`config.mk`:
```
export PLATFORM = sky130hd
export DESIGN_NAME = mem_issue_queue
export DESIGN_NICKNAME = d
export VERILOG_FILES = /design/src/rtl/mem_iq_pkg.sv /design/src/rtl/mem_iq_operand.sv /design/src/rtl/mem_issue_queue.sv
export SDC_FILE = /design/constraint.sdc
export NUM_CORES = 2
export LEC_CHECK = 0
export CORE_ASPECT_RATIO = 0.8
export CORE_MARGIN = 1
export CORE_UTILIZATION = 25
export DETAILED_ROUTE_END_ITERATION = 8
export PLACE_DENSITY = 0.49
export REMOVE_ABC_BUFFERS = 1
export SLEW_MARGIN = 20
export SYNTH_ARGS = -nofsm -noshare
export SYNTH_HDL_FRONTEND = slang
export SYNTH_SLANG_ARGS = --single-unit
```
`constraint.sdc`:
```
create_clock -name i_clk -period 8.6 [get_ports i_clk]
set_input_delay 0.86 -clock i_clk [delete_from_list [all_inputs] [get_ports i_clk]]
set_output_delay 0.86 -clock i_clk [all_outputs]
set_load 0.1 [all_outputs]
```
`src/rtl/mem_iq_pkg.sv`:
```
// Shared definitions for the memory issue queue: opcodes, entry payload, operand-requirement helper.
package mem_iq_pkg;

  localparam int DATA_W = 32;

  localparam logic [6:0] OPC_LOAD  = 7'b0000011;
  localparam logic [6:0] OPC_STORE = 7'b0100011;

  // Per-entry payload that does not take part in wakeup. The destination tag and the
  // two operand slots (value/ready/tag) sit beside it because their width follows the
  // WIDTH_REG parameter of the queue, and the operand slots live in mem_iq_operand.
  typedef struct packed {
    logic [6:0]        uop;
    logic [9:0]        func;
    logic [DATA_W-1:0] imm;
  } iq_payload_t;

  // Stores need the address base and the store data; everything else needs op1 only.
  function automatic logic needs_op2(input logic [6:0] uop);
    return uop == OPC_STORE;
  endfunction

endpackage

```
`src/rtl/mem_iq_operand.sv`:
```
// One operand slot of an issue-queue entry: holds value/ready/tag and snoops the writeback bus.
// With MEM_IQ_BYPASS_EN defined the slot also reports a same-cycle wakeup hit for bypass issue.
module mem_iq_operand
  import mem_iq_pkg::*;
#(
  parameter int WIDTH_REG = 5
) (
  input  logic                 i_clk,
  input  logic                 i_rst,
  input  logic                 i_flush,
  input  logic                 i_load,
  input  logic                 i_entry_valid,
  input  logic                 i_rdy,
  input  logic [WIDTH_REG-1:0] i_tag,
  input  logic [DATA_W-1:0]    i_val,
  input  logic                 i_wb_valid,
  input  logic [WIDTH_REG-1:0] i_wb_addr,
  input  logic [DATA_W-1:0]    i_wb_data,
  output logic                 o_rdy,
  output logic [DATA_W-1:0]    o_val
`ifdef MEM_IQ_BYPASS_EN
  ,
  output logic                 o_wake
`endif
);

  logic                 rdy_reg;
  logic [DATA_W-1:0]    val_reg;
  logic [WIDTH_REG-1:0] tag_reg;
  logic                 wb_live;
  logic                 wake_in;
  logic                 wake_hit;

  // Tag 0 is the hardwired zero register and never produces a wakeup.
  assign wb_live  = i_wb_valid && (i_wb_addr != '0);
  // Operand arriving this cycle whose producer is writing back right now.
  assign wake_in  = wb_live && !i_rdy && (i_tag == i_wb_addr);
  // Resident operand whose producer is writing back right now.
  assign wake_hit = wb_live && i_entry_valid && !rdy_reg && (tag_reg == i_wb_addr);

  // Slot state: load at enqueue (snooping the bus at the same time), else capture a wakeup.
  always_ff @(posedge i_clk) begin
    if (i_rst) begin
      rdy_reg <= 1'b0;
      val_reg <= '0;
      tag_reg <= '0;
    end else if (!i_flush) begin
      if (i_load) begin
        rdy_reg <= i_rdy || wake_in;
        val_reg <= wake_in ? i_wb_data : i_val;
        tag_reg <= i_tag;
      end else if (wake_hit) begin
        rdy_reg <= 1'b1;
        val_reg <= i_wb_data;
      end
    end
  end

  assign o_rdy = rdy_reg;
  assign o_val = val_reg;
`ifdef MEM_IQ_BYPASS_EN
  assign o_wake = wake_hit;
`endif

endmodule

```
`src/rtl/mem_issue_queue.sv`:
```
// In-order load/store issue queue between dispatch and the memory calculation unit.
// Circular buffer of 2^DEPTH_W entries; the oldest entry issues once its operands are ready.
// Optional macro MEM_IQ_BYPASS_EN: head operands may be taken straight off the writeback bus
// for same-cycle issue (adds a combinational wb -> o_* path). Undefined: all outputs registered-only.
module mem_issue_queue
  import mem_iq_pkg::*;
#(
  parameter int DEPTH_W   = 3,
  parameter int WIDTH_REG = 5
) (
  input  logic                 i_clk,
  input  logic                 i_rst,
  input  logic                 i_valid,
  output logic                 o_ready,
  input  logic [6:0]           i_uop,
  input  logic [9:0]           i_func,
  input  logic [WIDTH_REG-1:0] i_addr,
  input  logic [DATA_W-1:0]    i_imm,
  input  logic                 i_op1_rdy,
  input  logic                 i_op2_rdy,
  input  logic [WIDTH_REG-1:0] i_op1_tag,
  input  logic [WIDTH_REG-1:0] i_op2_tag,
  input  logic [DATA_W-1:0]    i_op1,
  input  logic [DATA_W-1:0]    i_op2,
  input  logic                 i_wb_valid,
  input  logic [WIDTH_REG-1:0] i_wb_addr,
  input  logic [DATA_W-1:0]    i_wb_data,
  input  logic                 i_flush,
  output logic                 o_valid,
  output logic [6:0]           o_uop,
  output logic [9:0]           o_func,
  output logic [WIDTH_REG-1:0] o_addr,
  output logic [DATA_W-1:0]    o_op1,
  output logic [DATA_W-1:0]    o_op2,
  output logic [DATA_W-1:0]    o_imm
);

  localparam int DEPTH = 1 << DEPTH_W;
  localparam logic [DEPTH_W:0] FULL_COUNT = (DEPTH_W + 1)'(DEPTH);

  logic [DEPTH_W-1:0] head_reg, head_next;
  logic [DEPTH_W-1:0] tail_reg, tail_next;
  logic [DEPTH_W:0]   count_reg, count_next;
  logic [DEPTH-1:0]   valid_reg, valid_next;

  iq_payload_t          payload_reg [DEPTH];
  logic [WIDTH_REG-1:0] rd_reg      [DEPTH];

  logic [DEPTH-1:0]  entry_load;
  logic [DEPTH-1:0]  op1_rdy, op2_rdy;
  logic [DATA_W-1:0] op1_val [DEPTH];
  logic [DATA_W-1:0] op2_val [DEPTH];
`ifdef MEM_IQ_BYPASS_EN
  logic [DEPTH-1:0]  op1_wake, op2_wake;
`endif

  logic              full;
  logic              enq_fire;
  logic              pop_fire;
  logic              issue;
  logic              op1_ok, op2_ok;
  logic [DATA_W-1:0] op1_out, op2_out;
  iq_payload_t       head_payload;

  // No pop-push pass-through when full: o_ready depends on the count alone.
  assign full     = (count_reg == FULL_COUNT);
  assign o_ready  = !full;
  assign enq_fire = i_valid && !full && !i_flush;
  assign pop_fire = issue && !i_flush;

  // Per-entry storage: payload registers plus two operand slots with wakeup snooping.
  genvar gi;
  generate
    for (gi = 0; gi < DEPTH; gi++) begin : g_entry
      assign entry_load[gi] = enq_fire && (tail_reg == DEPTH_W'(gi));

      // Payload written at enqueue; cleared on reset so idle outputs read 0.
      always_ff @(posedge i_clk) begin
        if (i_rst) begin
          payload_reg[gi] <= '0;
          rd_reg[gi]      <= '0;
        end else if (entry_load[gi]) begin
          payload_reg[gi] <= '{uop: i_uop, func: i_func, imm: i_imm};
          rd_reg[gi]      <= i_addr;
        end
      end

      mem_iq_operand #(.WIDTH_REG(WIDTH_REG)) u_op1 (
        .i_clk        (i_clk),
        .i_rst        (i_rst),
        .i_flush      (i_flush),
        .i_load       (entry_load[gi]),
        .i_entry_valid(valid_reg[gi]),
        .i_rdy        (i_op1_rdy),
        .i_tag        (i_op1_tag),
        .i_val        (i_op1),
        .i_wb_valid   (i_wb_valid),
        .i_wb_addr    (i_wb_addr),
        .i_wb_data    (i_wb_data),
        .o_rdy        (op1_rdy[gi]),
        .o_val        (op1_val[gi])
`ifdef MEM_IQ_BYPASS_EN
        ,
        .o_wake       (op1_wake[gi])
`endif
      );

      mem_iq_operand #(.WIDTH_REG(WIDTH_REG)) u_op2 (
        .i_clk        (i_clk),
        .i_rst        (i_rst),
        .i_flush      (i_flush),
        .i_load       (entry_load[gi]),
        .i_entry_valid(valid_reg[gi]),
        .i_rdy        (i_op2_rdy),
        .i_tag        (i_op2_tag),
        .i_val        (i_op2),
        .i_wb_valid   (i_wb_valid),
        .i_wb_addr    (i_wb_addr),
        .i_wb_data    (i_wb_data),
        .o_rdy        (op2_rdy[gi]),
        .o_val        (op2_val[gi])
`ifdef MEM_IQ_BYPASS_EN
        ,
        .o_wake       (op2_wake[gi])
`endif
      );
    end
  endgenerate

  // Head readiness and operand selection; only the head may issue (strict program order).
  always_comb begin
    head_payload = payload_reg[head_reg];
`ifdef MEM_IQ_BYPASS_EN
    op1_ok  = op1_rdy[head_reg] || op1_wake[head_reg];
    op2_ok  = op2_rdy[head_reg] || op2_wake[head_reg];
    op1_out = op1_rdy[head_reg] ? op1_val[head_reg] : i_wb_data;
    op2_out = op2_rdy[head_reg] ? op2_val[head_reg] : i_wb_data;
`else
    op1_ok  = op1_rdy[head_reg];
    op2_ok  = op2_rdy[head_reg];
    op1_out = op1_val[head_reg];
    op2_out = op2_val[head_reg];
`endif
    issue = valid_reg[head_reg] && op1_ok && (!needs_op2(head_payload.uop) || op2_ok);
  end

  assign o_valid = issue;
  assign o_uop   = head_payload.uop;
  assign o_func  = head_payload.func;
  assign o_imm   = head_payload.imm;
  assign o_addr  = rd_reg[head_reg];
  assign o_op1   = op1_out;
  assign o_op2   = op2_out;

  // Pointer/count/valid next state: flush wipes everything, else apply pop and push.
  always_comb begin
    head_next  = head_reg;
    tail_next  = tail_reg;
    count_next = count_reg;
    valid_next = valid_reg;
    if (i_flush) begin
      head_next  = '0;
      tail_next  = '0;
      count_next = '0;
      valid_next = '0;
    end else begin
      if (pop_fire) begin
        valid_next[head_reg] = 1'b0;
        head_next            = head_reg + 1'b1;
      end
      if (enq_fire) begin
        valid_next[tail_reg] = 1'b1;
        tail_next            = tail_reg + 1'b1;
      end
      count_next = count_reg + (DEPTH_W + 1)'(enq_fire) - (DEPTH_W + 1)'(pop_fire);
    end
  end

  // Queue control registers.
  always_ff @(posedge i_clk) begin
    if (i_rst) begin
      head_reg  <= '0;
      tail_reg  <= '0;
      count_reg <= '0;
      valid_reg <= '0;
    end else begin
      head_reg  <= head_next;
      tail_reg  <= tail_next;
      count_reg <= count_next;
      valid_reg <= valid_next;
    end
  end

endmodule

```
# Yosys cells after proc, flatten, opt, wreduce, memory -nomap -nowiden
# Memory sizes are Yosys's and may differ from the RTL's. A register that Yosys moved wholly into a read port is not among the register bits.
# Index checks and enable logic that the tools add are counted.
[word_totals] mem_bits_rw=432 out_inout_bits=120 regBits=626 input_bits=172 mem_count=2
[classes] order_cmp=5 eq_ne=27 mux=131 bitwise_logic=21 addsub=4 n_reduce_logical=127
[memory_table] name="payload_reg" depth=8 width=49 read_ports=1 rd_clocked_by_memory_dff=1 wr=8 line="mem_issue_queue.sv:46" text="iq_payload_t payload_reg [DEPTH];"
[memory_table] name="rd_reg" depth=8 width=5 read_ports=1 rd_clocked_by_memory_dff=1 wr=8 line="mem_issue_queue.sv:47" text="logic [WIDTH_REG-1:0] rd_reg [DEPTH];"
[op_table] op="2-to-1 mux 32 bit" n=38
[op_table] op="2-to-1 mux 49 bit" n=8
[op_table] op="binary-select mux 32 bit (select 3 bit)" n=2
[op_table] op="== test 5 bit" n=18
[op_table] op="2-to-1 mux 1 bit" n=63
[op_table] op="logical AND 1 bit" n=60
[op_table] op="AND reduction 2 bit" n=24
[op_table] op="2-to-1 mux 5 bit" n=8
[op_table] op="nonzero test 2 bit" n=16
[op_table] op="2-to-1 mux 8 bit" n=3
[op_table] op="zero test 1 bit" n=21
[op_table] op="OR 1 bit" n=16
[op_table] op="== test 3 bit (second input constant)" n=4
[op_table] op="2-to-1 mux 3 bit" n=4
[op_table] op="binary-select mux 1 bit (select 3 bit)" n=3
[op_table] op="AND 8 bit" n=1
[op_table] op="< comparator 3 x 4 -> 1 bit (second input constant)" n=2
[op_table] op="NOT 8 bit" n=1
[op_table] op="OR 8 bit" n=1
[op_table] op="== test 7 x 6 -> 1 bit (second input constant)" n=1
[op_table] op="adder 3 x 1 -> 3 bit (second input constant)" n=2
[op_table] op="demux 1 bit (select 3 bit)" n=2
[op_table] op="== test 3 x 2 -> 1 bit (second input constant)" n=2
[op_table] op=">= comparator 3 x 1 -> 1 bit (second input constant)" n=2
[op_table] op="11 further kinds" n=13

# Depth between registers and ports, before layout
[depth] ltp_word=10 mapped_depth=13 depth_no_buf=12

# Hierarchy
# Synthesis repeated with hierarchy kept, for this count alone.
[hier_totals] hier_cells=4563 area_unflattened_um2=51757.1
[by_module_without_submodules] module="mem_iq_operand" seq_area_each_um2=760.7 cells_per_inst=181 n_inst=16 area_per_inst_um2=1793.0
[by_module_without_submodules] module="mem_issue_queue" seq_area_each_um2=13392.8 cells_per_inst=1667 n_inst=1 area_per_inst_um2=23069.6

# Worst setup path before layout
# No wires, ideal clock.
[synth_path] path_kind="reg-to-output" startpoint="register with a tool-made name" endpoint="output port o_valid" t_required_ns=7.740 stages_incl_launch_ff=6 path_slack_ns=3.876 t_arrival_ns=3.864 path_cell_list="dfxtp_1 > buf_2 > mux2_2 > mux4_2 > and3_1 > a31oi_1"
[synth_rtl] element="end, declared" line="mem_issue_queue.sv:29" text="output logic o_valid,"

# Final worst setup path
[layout_path] startpoint="register head_reg[1]" endpoint="output port o_op2[15]"
[layout_via] elab_chain_len=4
[layout_rtl] element="start, declared" line="mem_issue_queue.sv:41" text="logic [DEPTH_W-1:0] head_reg, head_next;"
[layout_rtl] element="start signal, assigned" line="mem_issue_queue.sv:187" text="head_reg <= head_next;"
[layout_rtl] element="NOT 3 -> 4 bit (implied by the code)" line="mem_issue_queue.sv:142" text="op2_out = op2_val[head_reg];"
[layout_rtl] element="binary-select mux 32 bit (select 3 bit)" line="mem_issue_queue.sv:142"
[layout_rtl] element="2-to-1 mux 32 bit (implied by the code) (2 in a row)" line="mem_issue_queue.sv:142"
[layout_rtl] element="end, declared" line="mem_issue_queue.sv:34" text="output logic [DATA_W-1:0] o_op2,"
# No other way between the ends. The select of a mux whose other input is x is not followed.

==> metrics.yaml <==
status:
  status: "finished, final reports clean"
cells_and_area:
  design_area_sq_mm: 0.0591
  fin_util: 0.301
  seqCellArea_sq_mm: 0.0256
  mostFrequentLayoutCell: "dfxtp_1"
  drive_gt1_frac: 0.113
  fin_nets: 4753
  largest_reg_flops: 392
  syn2layout_area_growth_pct: 19.1
  multi_input_area_sq_mm: 0.0225
  final_cell_mix: "dfxtp_1, and2_1, edfxtp_1"
  fillerInstances: 20100
place:
  port_buffers: 291
  post-place-ws_ps: 3340
  dpl_cell_area_sq_mm: 0.0551
  dpl.hpwl_microns: 111000
  gp_congestion: 0.826
global_routing:
  grt_pass1_vias: 39900
  grt_start_max_net_pins: 109
  grt-ovfl-total: 0
  grt_pass1_wl_microns: 295000
  grt_antenna_before_repair: 20
  grt_usage: 0.201
floorplanning:
  start_util: 0.253
  core_sq_mm: 0.196
  ios: 292
  die_w_microns: 500
  dieHeight_microns: 400
  die_area_sq_mm: 0.200
  rows: 145
routing:
  drtIter0Drc: 4569
  finalWirelength_microns: 208000
  ant_nets: 0
  drc: 0
  dr.pass1.iters: 8
  post_drt_wl_per_cell_microns: 28.4
  viasPerCell: 5.55
  vias: 40600
synthesis:
  synth_enable_flop_cells: 432
  ys.flop_type: "dfxtp_1"
  netlist_area_sq_mm: 0.0496
  syn_inst: 4520
  yosysSeqAreaShare: 0.515
  yosysWarningCount: 0
  synth_cell_types: 53
  synth-seq-cells: 1061
  synthArstFlopShare: 0
  syn_area_per_cell_sq_um: 11.0
setup_path:
  cp.arrival_ps: 5100
  reg2reg_depth: 10
  critical_path_required_ps: 7740
  path_class: "reg -> out"
  critPathCaptureType: "output port"
  cp_max_fo: 34
  cp-start-kind: "flip-flop"
clock_network:
  clock_sinks: 1061
  cts-hold-fix-buffers: 0
  clk_latency_ps: 790
  cts_resized: 0
  clk_path_buf_depth: 3
  cts_tree: "yes"
  clkTransAtPathRegs_ps: 60
  numCtsBuffers: 120
  htree_levels: 3
  cts_setup_buffers: 0
  cts.root.buffer_cell: "clkbuf_16"
sta:
  timing.final.ws_setup_ps: 2640
  clock.fmax_mhz: 168
  maxSlewHeadroom: 0.205
  fin_setup_tns_ps: 0
  tightest_slew_ps: 1190
  fin_skew_ps: 74.0
  drv_slew: 0
  setup_viol_count_final: 0
  rsz0062_at_grt: "no"
  finalCriticalPeriod_ps: 5960
  hold_violations: 0
  period_share: 0.693
power:
  ir_drop_mv: 0.191
  leakage_nw: 20.3
  power_density_mw_per_mm2: 200
flow_run:
  max-cap-violations: 0
min_path:
  hold_class: "reg -> reg"
  worstHoldPathCells: 2
-- through the flow --
| stage | hold slack, ps | power (mW) | std cells |
|---|---|---|---|
| finish | 466 | 11.8 | 7318 |
| global route | 484 | 12.1 | 7317 |
| CTS | 466 | 11.8 | 7309 |
| detailed placement | 458 | 6.71 | 7091 |
| global placement | 453 | 6.71 | 7091 |
| floorplan | 442 | 6.15 | 4057 |
-- cells in the mapped netlist (59+ instances only) --
master,n,area (sq um)
a211oi_1,133,998
a21oi_1,101,505
a22o_1,385,3370
a22oi_1,258,1940
a31oi_1,388,2430
and2_1,434,2720
and3_1,133,832
buf_2,70,350
clkbuf_1,350,1310
dfxtp_1,629,12600
edfxtp_1,432,13000
mux2_2,59,664
mux2i_1,137,1370
mux4_2,109,2450
nand2_1,175,657
nand4_1,146,913
nor2_1,235,882
o31ai_1,64,480
xor2_1,65,569
-- power breakdown --
| part | leakage, nW | switching (mW) | internal (mW) |
|---|---|---|---|
| registers | 9.55 | 0.0419 | 5.35 |
| logic | 8.82 | 0.906 | 0.323 |
| clock network | 1.92 | 2.21 | 2.96 |
-- per-layer routing --
metal  global-route usage  vias to the layer above  part of all wire
met2                0.306                     2204              0.44
li1                     -                    17600                 -
met3               0.0430                      469             0.089
met1                0.273                    20400              0.43
met4               0.0826                        2             0.044
met5                    0                        -          0.000048
-- final cells by class --
type | instances | share of cell area
timing repair buffer | 389 | 0.0620
tap | 2646 | 0.0560
antenna | 8 | 0.000339
clock inverter | 49 | 0.00845
inverter | 12 | 0.000763
clock buffer | 169 | 0.0577
multi-input combinational | 2984 | 0.382
sequential | 1061 | 0.433
-- path summary, 6_finish.rpt --
kind | startpoint | end | slack (ps)
hold / removal | g_entry[1].u_op2.tag_reg[4] | g_entry[1].u_op2.tag_reg[4] | 470
hold reg to reg | g_entry[1].u_op2.tag_reg[4] | g_entry[1].u_op2.tag_reg[4] | 470
setup reg to reg | head_reg[1] | count_reg[1] | 4110
setup / recovery | head_reg[1] | o_op2[15] | 2640
-- cell families (layout without fill, tap and decap cells) --
group                    Yosys count  after routing  synth area share
AO/OA/AOI/OAI                   1361           1361             0.201
AND/OR/NAND/NOR                 1212           1212             0.134
flip-flops                      1061           1061             0.515
buffers and inverters            475            619            0.0390
multiplexers                     305            305            0.0905
XOR/XNOR                          93             93            0.0164
adder cells (fa/ha/maj)           13             13           0.00343
other                              0              8                 0
-- worst max-delay path, cell delays in order, from the launching register on --
cell and delay (ps):
dfxtp_1 980, and3b_4 890, buf_4 650, a22oi_1 200
nand4_1 320, clkdlybuf4s50_1 1210
Note: power is estimated with default switching activity, not from simulation.
